File: config.mk
export PLATFORM = sky130hd
export DESIGN_NAME = cook_timer
export DESIGN_NICKNAME = d
export VERILOG_FILES = /design/src/rtl/cook_pkg.sv /design/src/rtl/cook_timer_phase_counter.sv /design/src/rtl/cook_timer.sv
export SDC_FILE = /design/constraint.sdc
export NUM_CORES = 1
export LEC_CHECK = 0
export CORE_MARGIN = 1
export CORE_UTILIZATION = 40
export CTS_BUF_LIST = sky130_fd_sc_hd__clkbuf_16
export CTS_CLUSTER_DIAMETER = 50
export DETAILED_ROUTE_END_ITERATION = 8
export SYNTH_ARGS = -nofsm -noshare
export SYNTH_HDL_FRONTEND = slang
export SYNTH_HIERARCHICAL = 1
export SYNTH_SLANG_ARGS = --single-unit
File: constraint.sdc
create_clock -name clock -period 2.5 [get_ports clock]
set_input_delay 0.375 -clock clock [delete_from_list [all_inputs] [get_ports clock]]
set_output_delay 0.375 -clock clock [all_outputs]
set_load 0.1 [all_outputs]
File: src/rtl/cook_pkg.sv
// Shared cooking-slot types and default timing for timer, display and scoring.
package cook_pkg;

    typedef enum logic [1:0] {
        IDLE    = 2'd0,
        COOKING = 2'd1,
        READY   = 2'd2,
        BURNT   = 2'd3
    } cook_state_t;

    localparam int COOK_TIME_DEF = 10;
    localparam int BURN_TIME_DEF = 5;
    localparam int CNT_W_DEF     = 8;

endpackage

File: src/rtl/cook_timer_phase_counter.sv
// Elapsed-tick counter for one cooking phase with a registered terminal flag.
module phase_counter #(
    parameter int CNT_W = 8
) (
    input  logic             clock,
    input  logic             reset_n,
    input  logic             clr,
    input  logic             inc,
    input  logic [CNT_W-1:0] term,
    output logic [CNT_W-1:0] count,
    output logic             hit
);

    logic [CNT_W-1:0] count_d, count_q;
    logic             hit_d, hit_q;

    // term refers to the phase the counter is entering, so hit is ready a cycle early
    always_comb begin
        count_d = count_q;
        if (clr) begin
            count_d = '0;
        end else if (inc) begin
            count_d = count_q + 1'b1;
        end
        hit_d = (count_d == term);
    end

    always_ff @(posedge clock or negedge reset_n) begin
        if (!reset_n) begin
            count_q <= '0;
            hit_q   <= 1'b0;
        end else begin
            count_q <= count_d;
            hit_q   <= hit_d;
        end
    end

    assign count = count_q;
    assign hit   = hit_q;

endmodule

File: src/rtl/cook_timer.sv
// Per-slot cooking FSM: IDLE -> COOKING -> READY -> BURNT with event pulses.
// Optional pause input enabled by defining COOK_TIMER_PAUSE_EN.
module cook_timer
    import cook_pkg::*;
#(
    parameter int COOK_TIME = COOK_TIME_DEF,
    parameter int BURN_TIME = BURN_TIME_DEF,
    parameter int CNT_W     = CNT_W_DEF
) (
    input  logic             clock,
    input  logic             reset_n,
    input  logic             tick,
    input  logic             start,
    input  logic             remove,
`ifdef COOK_TIMER_PAUSE_EN
    input  logic             pause,
`endif
    output logic [1:0]       state,
    output logic [CNT_W-1:0] elapsed,
    output logic             ready_pulse,
    output logic             burnt_pulse,
    output logic             served_pulse,
    output logic             waste_pulse
);

    if (COOK_TIME < 1 || COOK_TIME > (2**CNT_W) - 1) begin : g_bad_cook
        $error("cook_timer: COOK_TIME out of range for CNT_W");
    end
    if (BURN_TIME < 1 || BURN_TIME > (2**CNT_W) - 1) begin : g_bad_burn
        $error("cook_timer: BURN_TIME out of range for CNT_W");
    end

    localparam logic [CNT_W-1:0] COOK_TERM = CNT_W'(COOK_TIME - 1);
    localparam logic [CNT_W-1:0] BURN_TERM = CNT_W'(BURN_TIME - 1);

    cook_state_t      state_d, state_q;
    logic             ready_d, ready_q;
    logic             burnt_d, burnt_q;
    logic             served_d, served_q;
    logic             waste_d, waste_q;
    logic             clr, inc, hit, tick_ok;
    logic [CNT_W-1:0] term;

`ifdef COOK_TIMER_PAUSE_EN
    assign tick_ok = tick & ~pause;
`else
    assign tick_ok = tick;
`endif

    always_comb begin
        state_d  = state_q;
        clr      = 1'b0;
        inc      = 1'b0;
        ready_d  = 1'b0;
        burnt_d  = 1'b0;
        served_d = 1'b0;
        waste_d  = 1'b0;
        unique case (state_q)
            IDLE: begin
                clr = 1'b1;
                if (start) state_d = COOKING;
            end
            COOKING: begin
                if (remove) begin
                    state_d = IDLE;
                    clr     = 1'b1;
                    waste_d = 1'b1;
                end else if (tick_ok) begin
                    if (hit) begin
                        state_d = READY;
                        clr     = 1'b1;
                        ready_d = 1'b1;
                    end else begin
                        inc = 1'b1;
                    end
                end
            end
            READY: begin
                if (remove) begin
                    state_d  = IDLE;
                    clr      = 1'b1;
                    served_d = 1'b1;
                end else if (tick_ok) begin
                    if (hit) begin
                        state_d = BURNT;
                        clr     = 1'b1;
                        burnt_d = 1'b1;
                    end else begin
                        inc = 1'b1;
                    end
                end
            end
            BURNT: begin
                clr = 1'b1;
                if (remove) begin
                    state_d = IDLE;
                    waste_d = 1'b1;
                end
            end
            default: state_d = IDLE;
        endcase
    end

    assign term = (state_d == READY) ? BURN_TERM : COOK_TERM;

    phase_counter #(.CNT_W(CNT_W)) u_phase (
        .clock   (clock),
        .reset_n (reset_n),
        .clr     (clr),
        .inc     (inc),
        .term    (term),
        .count   (elapsed),
        .hit     (hit)
    );

    always_ff @(posedge clock or negedge reset_n) begin
        if (!reset_n) begin
            state_q  <= IDLE;
            ready_q  <= 1'b0;
            burnt_q  <= 1'b0;
            served_q <= 1'b0;
            waste_q  <= 1'b0;
        end else begin
            state_q  <= state_d;
            ready_q  <= ready_d;
            burnt_q  <= burnt_d;
            served_q <= served_d;
            waste_q  <= waste_d;
        end
    end

    assign state        = state_q;
    assign ready_pulse  = ready_q;
    assign burnt_pulse  = burnt_q;
    assign served_pulse = served_q;
    assign waste_pulse  = waste_q;

endmodule
==> metrics.txt, run 1 <==
status=completed; first-pass GRT wire length=3215 um; starting density of the core=42.90%; Tightest Pin Transition=0.6888 ns; clk_skew=0.003209 ns; synth warn=6; Die W=51.17 um; P per Cell Area=707.2 mW/mm^2; Crit Reg-Reg Endpoint=u_phase/hit; Placed Instances=148; Buffers & Inverters on Critical Path=1; total setup buffers inserted after CTS=0; mean routed wirelength per cell=12.91 um; crit-path cells=inv_1 > ha_1 > and4bb_2 > nand2_1 > mux2_2 > xor2_1 > nand4b_1 > nor4b_2; critical path capture point type=flop; setup TNS=0 ns; Chip Height=51.17 um; Core Rows=17; WP data arrival=2.53 ns; Max H-tree Level=1; Post-CTS Hold Fix Bufs=0; Remaining DRCs=0; final setup fails=0; vias per cell=5.033; RePlAce Congestion=0.7984; Multi-input gate area=571.8 um^2; Final Hold Viols=0; commonest cells after routing, fill and taps aside=buf_4 (17), dfrtp_1 (13), nor2_1 (12); largest delay contributor family on the critical path=simple AND/OR/NAND/NOR gates; Slew headroom=53.94%; top_reg_cell synth=dfrtp_1; unique cell type count in the Yosys netlist=39; Setup CP Type=flop to flop; Layout Cells excl Fill=152; RSZ-0062 raised after global routing=no; synthesized area=967.2 um^2; r2r setup slk=0.13 ns; CTS Buffer Depth=2; Final nets=135; largest net degree at the start of global routing=16; worst min path class=input port to asynchronous set/reset pin; Post-DP HPWL=1497 um; commonest non-fill, non-tap cell in the layout=buf_4; TritonRoute pass-1 iters=4; flip-flop and latch count after synthesis=15; antenna-violating nets left=0; final worst-path cycle share=94.90%; vias in the first global route=680; max incr delay on CP=0.50 ns; area growth from synthesis to final layout=29.75%; 1st-iter DRT viols=17; CP Launch Type=flop; f_max=421.5 MHz; Root Buffer=clkbuf_16; FF-to-FF path depth=8; Max VDD drop=0.5811 mV; die area=0.002618 mm^2; routed wire length=1963 um; Synth async-reset ratio=100.0%; slowest stage cell, crit path=dfrtp_4; Port Buffers=18; GR Util All Layers=17.37%; max-slew violations=0; gr ovfl total=0; worst skew pair latency=0.24 ns; P_leak=0.5659 nW; number of flops mapped to enable cells by yosys=0; cell count after synthesis=96; CTS tree=yes; vias=765; register area share after synthesis=38.81%; Sink Count=15; antenna cells=0; initial antenna violation count=0; register area=382.9 um^2; # fillers=216; r2r startpoint=state[1]; post-CTS resize count=0; Crit Path Max Fanout=6; Clock transition at path regs=0.05 ns; layout cells sized above 1=27.42%; CP required=2.65 ns; cts bufs inserted=3; fin crit period=2.372 ns; # IOs=19; synthesized area per cell=10.07 um^2; Core ar.=0.002255 mm^2; Max-cap violations=0
==> final cells by class <==
| cell class | count | share of cell area [%] |
|---|---|---|
| Multi-Input combinational cell | 79 | 45.56 |
| Sequential cell | 15 | 30.51 |
| Timing Repair Buffer | 21 | 13.36 |
| Clock buffer | 3 | 5.982 |
| Tap cell | 28 | 2.792 |
| Inverter | 5 | 1.496 |
| Clock inverter | 1 | 0.2991 |
==> layer usage <==
| metal | wire [um] | global-route usage (%) | vias to the layer above | part of all wire (%) |
|---|---|---|---|---|
| met5 | 0 | 0 | - | 0 |
| met4 | 26 | 8.333 | 0 | 1.3 |
| met3 | 72 | 3.571 | 2 | 3.7 |
| met2 | 785 | 23.25 | 16 | 40 |
| met1 | 1079 | 26.08 | 359 | 55 |
| li1 | - | - | 388 | - |
==> logic make-up (layout without fill, tap and decap cells) <==
kind of cell	after synthesis	after routing	synth area share (%)
buf+inv	8	30	4.398
flops	15	15	38.81
simple gates	41	41	26.00
xor+xnor	8	8	7.245
other cells	1	7	0.3877
mux	5	5	5.692
compound gates	13	13	11.00
fa+ha+maj	5	5	6.468
==> Yosys cell counts, types with 2 or more instances <==
cell type | count | share of area [%]
mux2_2 | 4 | 4.7
o21ai_0 | 2 | 1.0
ha_1 | 5 | 6.5
nand3_1 | 3 | 1.6
xor2_1 | 2 | 1.8
xnor2_1 | 6 | 5.4
nor2b_1 | 5 | 3.2
or4_1 | 2 | 1.6
nor3_1 | 2 | 1.0
inv_1 | 5 | 1.9
nand3b_1 | 2 | 1.6
nand4_1 | 2 | 1.3
nor2_1 | 12 | 4.7
dfrtp_1 | 15 | 39
and2_2 | 2 | 1.6
a21oi_1 | 2 | 1.0
nand2_1 | 3 | 1.2
==> registers in the layout (all words and copies together), names as in the netlist <==
| name | cells |
|---|---|
| burnt_pulse | 1 |
| u_phase/hit | 1 |
| u_phase/count | 8 |
| state | 2 |
| served_pulse | 1 |
| ready_pulse | 1 |
| waste_pulse | 1 |
==> through the flow <==
stage	power [mW]	utilization (%)	hold slack [ns]	setup WS [ns]	instance area [um^2]
2_1_floorplan	0.5161	-	0.07941	0.01413	997.2
3_3_place_gp	0.5838	52.16	0.6012	0.1128	1176
3_5_place_dp	0.5860	52.16	0.6050	0.1035	1176
4_1_cts	0.8961	55.66	0.5895	0.1189	1255
5_1_grt	0.9372	55.66	0.6260	0.01645	1255
6_report	0.8875	55.66	0.5541	0.1276	1255
==> worst reg2reg max path, cell delays in order (launching register included) <==
cell	delay [ns]
dfrtp_4	0.50
inv_1	0.09
ha_1	0.26
and4bb_2	0.30
nand2_1	0.14
mux2_2	0.36
xor2_1	0.14
nand4b_1	0.22
nor4b_2	0.28
==> power breakdown <==
part	internal (mW)	leakage (nW)	switching [mW]	total, mW
clock network	0.211	0.0423	0.0919	0.303
logic	0.0973	0.320	0.211	0.308
registers	0.262	0.204	0.0136	0.276
==> how the worst max path moves through the flow <==
stage,startpoint,endpoint,depth (start not counted)
after detailed placement,remove,u_phase/hit,7
after floorplan,state[0],u_phase/hit,9
after global routing,state[1],u_phase/hit,8
final,state[1],u_phase/hit,8
after global placement,remove,u_phase/hit,7
after CTS,state[1],u_phase/hit,8
Power figures use the tool's default switching activity.
==> inputs of run 2 (changes only) <==
--- a/config.mk
+++ b/config.mk
@@ -10,6 +10,7 @@
 export CTS_BUF_LIST = sky130_fd_sc_hd__clkbuf_16
 export CTS_CLUSTER_DIAMETER = 50
 export DETAILED_ROUTE_END_ITERATION = 8
+export HOLD_SLACK_MARGIN = 0.03
 export SYNTH_ARGS = -nofsm -noshare
 export SYNTH_HDL_FRONTEND = slang
 export SYNTH_HIERARCHICAL = 1
==> constraint.sdc (replaced) <==
create_clock -name clock -period 2.5 [get_ports clock]
set_input_delay 0.375 -clock clock [delete_from_list [all_inputs] [get_ports clock]]
set_output_delay 0.375 -clock clock [all_outputs]
set_load 0.01 [all_outputs]
==> metrics.txt, run 2 (synthesis gave the netlist of run 1 again) <==
status=completed; Core ar.=0.002255 mm^2; mean routed wirelength per cell=12.62 um; Post-DP HPWL=1512 um; Port Buffers=18; clk_skew=0.001344 ns; 1st-iter DRT viols=20; max FFs per register=8; Core Rows=17; Slew headroom=55.32%; Root Buffer=clkbuf_16; vias in the first global route=674; Die W=51.17 um; DP Area=0.001211 mm^2; Final nets=137; worst min path class=input port to asynchronous set/reset pin; CTS Buffer Depth=2; largest net degree at the start of global routing=16; # IOs=19; fin area=0.001299 mm^2; worst skew pair latency=0.24 ns; # fillers=222; commonest non-fill, non-tap cell in the layout=clkdlybuf4s50_1; CP Launch Type=flop; routed wire length=1944 um; layout cells sized above 1=16.67%; TritonRoute pass-1 iters=4; setup TNS=0 ns; gr ovfl total=0; final worst-path cycle share=93.90%; RSZ-0062 raised after global routing=no; die area=0.002618 mm^2; Final WS setup=0.1525 ns; Max H-tree Level=1; total power=0.7951 mW; Max-cap violations=0; Clock transition at path regs=0.05 ns; area growth from synthesis to final layout=34.28%; Sink Count=15; Tightest Pin Transition=0.6681 ns; WP data arrival=2.50 ns; Chip Height=51.17 um; Max VDD drop=0.7348 mV; vias per cell=4.948; final setup fails=0; Placement Setup Slack=0.09966 ns; CP required=2.65 ns; antenna-violating nets left=0; Remaining DRCs=0; cts bufs inserted=3; f_max=426.0 MHz; commonest cells after routing, fill and taps aside=clkdlybuf4s50_1 (18), dfrtp_1 (14), nor2_1 (12); GR Util All Layers=17.82%; initial antenna violation count=0; antenna cells=0; Final Hold Viols=0; RePlAce Congestion=0.8099; P per Cell Area=612.2 mW/mm^2; P_leak=0.5499 nW; fin crit period=2.347 ns; max-slew violations=0; starting density of the core=42.90%; critical path capture point type=flop; CTS tree=yes; Setup CP Type=flop to flop; first-pass GRT wire length=3270 um; vias=762; Crit Path Max Fanout=6
run 2: cell count changes in the layout (fill, tap and decap cells not counted):
cell | previous run | this run
dfrtp_2 | 0 | 1
buf_4 | 17 | 5
clkdlybuf4s50_1 | 4 | 18
dfrtp_4 | 2 | 0
dfrtp_1 | 13 | 14
run 2: worst paths after layout:
kind                             startpoint               end  slack [ns]  depth (start not counted)
max reg2reg                        state[1]       u_phase/hit        0.15                          8
max                                state[1]       u_phase/hit        0.15                          8
max in group asynchronous           reset_n          state[0]        1.49                          1
min                                 reset_n      served_pulse        0.55                          1
min reg2reg                u_phase/count[6]  u_phase/count[6]        0.63                          2
min in group clock         u_phase/count[6]  u_phase/count[6]        0.63                          2
run 2: power by group:
group	internal, mW	total, mW	switching (mW)
combinational	0.103	0.221	0.118
sequential	0.259	0.273	0.0139
clock	0.211	0.302	0.0905
total	0.573	0.795	0.222
run 2: area by class of cell:
type / instances / area [um^2] / area share [%]
Sequential cell: 15 / 376.6 / 29.00
Tap cell: 28 / 35.03 / 2.697
Multi-Input combinational cell: 79 / 571.8 / 44.03
Clock buffer: 3 / 75.07 / 5.780
Timing Repair Buffer: 23 / 217.7 / 16.76
Clock inverter: 1 / 3.754 / 0.2890
Inverter: 5 / 18.77 / 1.445
run 2: critical path: stages, from the launching register on:
cell and delay [ns]:
dfrtp_1 0.40, inv_1 0.09, ha_1 0.32, and4bb_2 0.31, nand2_1 0.13, mux2_2 0.36
xor2_1 0.14, nand4b_1 0.22, nor4b_2 0.28
run 2: per-layer routing:
metal  global-route usage (%)  wire, um  vias up
met2                    22.37       778       14
met5                        0         0        -
met4                    6.944        26        0
li1                         -         -      391
met3                    5.357        73        2
met1                    27.51      1065      355
run 2: timing repair:
| item | in CTS | in global routing |
|---|---|---|
| endpoints found under the hold margin | 0 | 0 |
| resized for setup | 0 | 1 |
| endpoints found under the setup margin | 0 | 1 |
| hold buffers | 0 | 0 |
| buffers inserted | 0 | 1 |
run 2: through the flow:
stage / utilization (%) / hold WS, ns / std cells
after detailed placement: 53.72 / 0.6152 / 149
after global routing: 57.60 / 0.6299 / 154
after floorplan: - / 0.07941 / 102
after global placement: 53.72 / 0.6029 / 149
after CTS: 57.21 / 0.5790 / 153
final: 57.60 / 0.5461 / 154
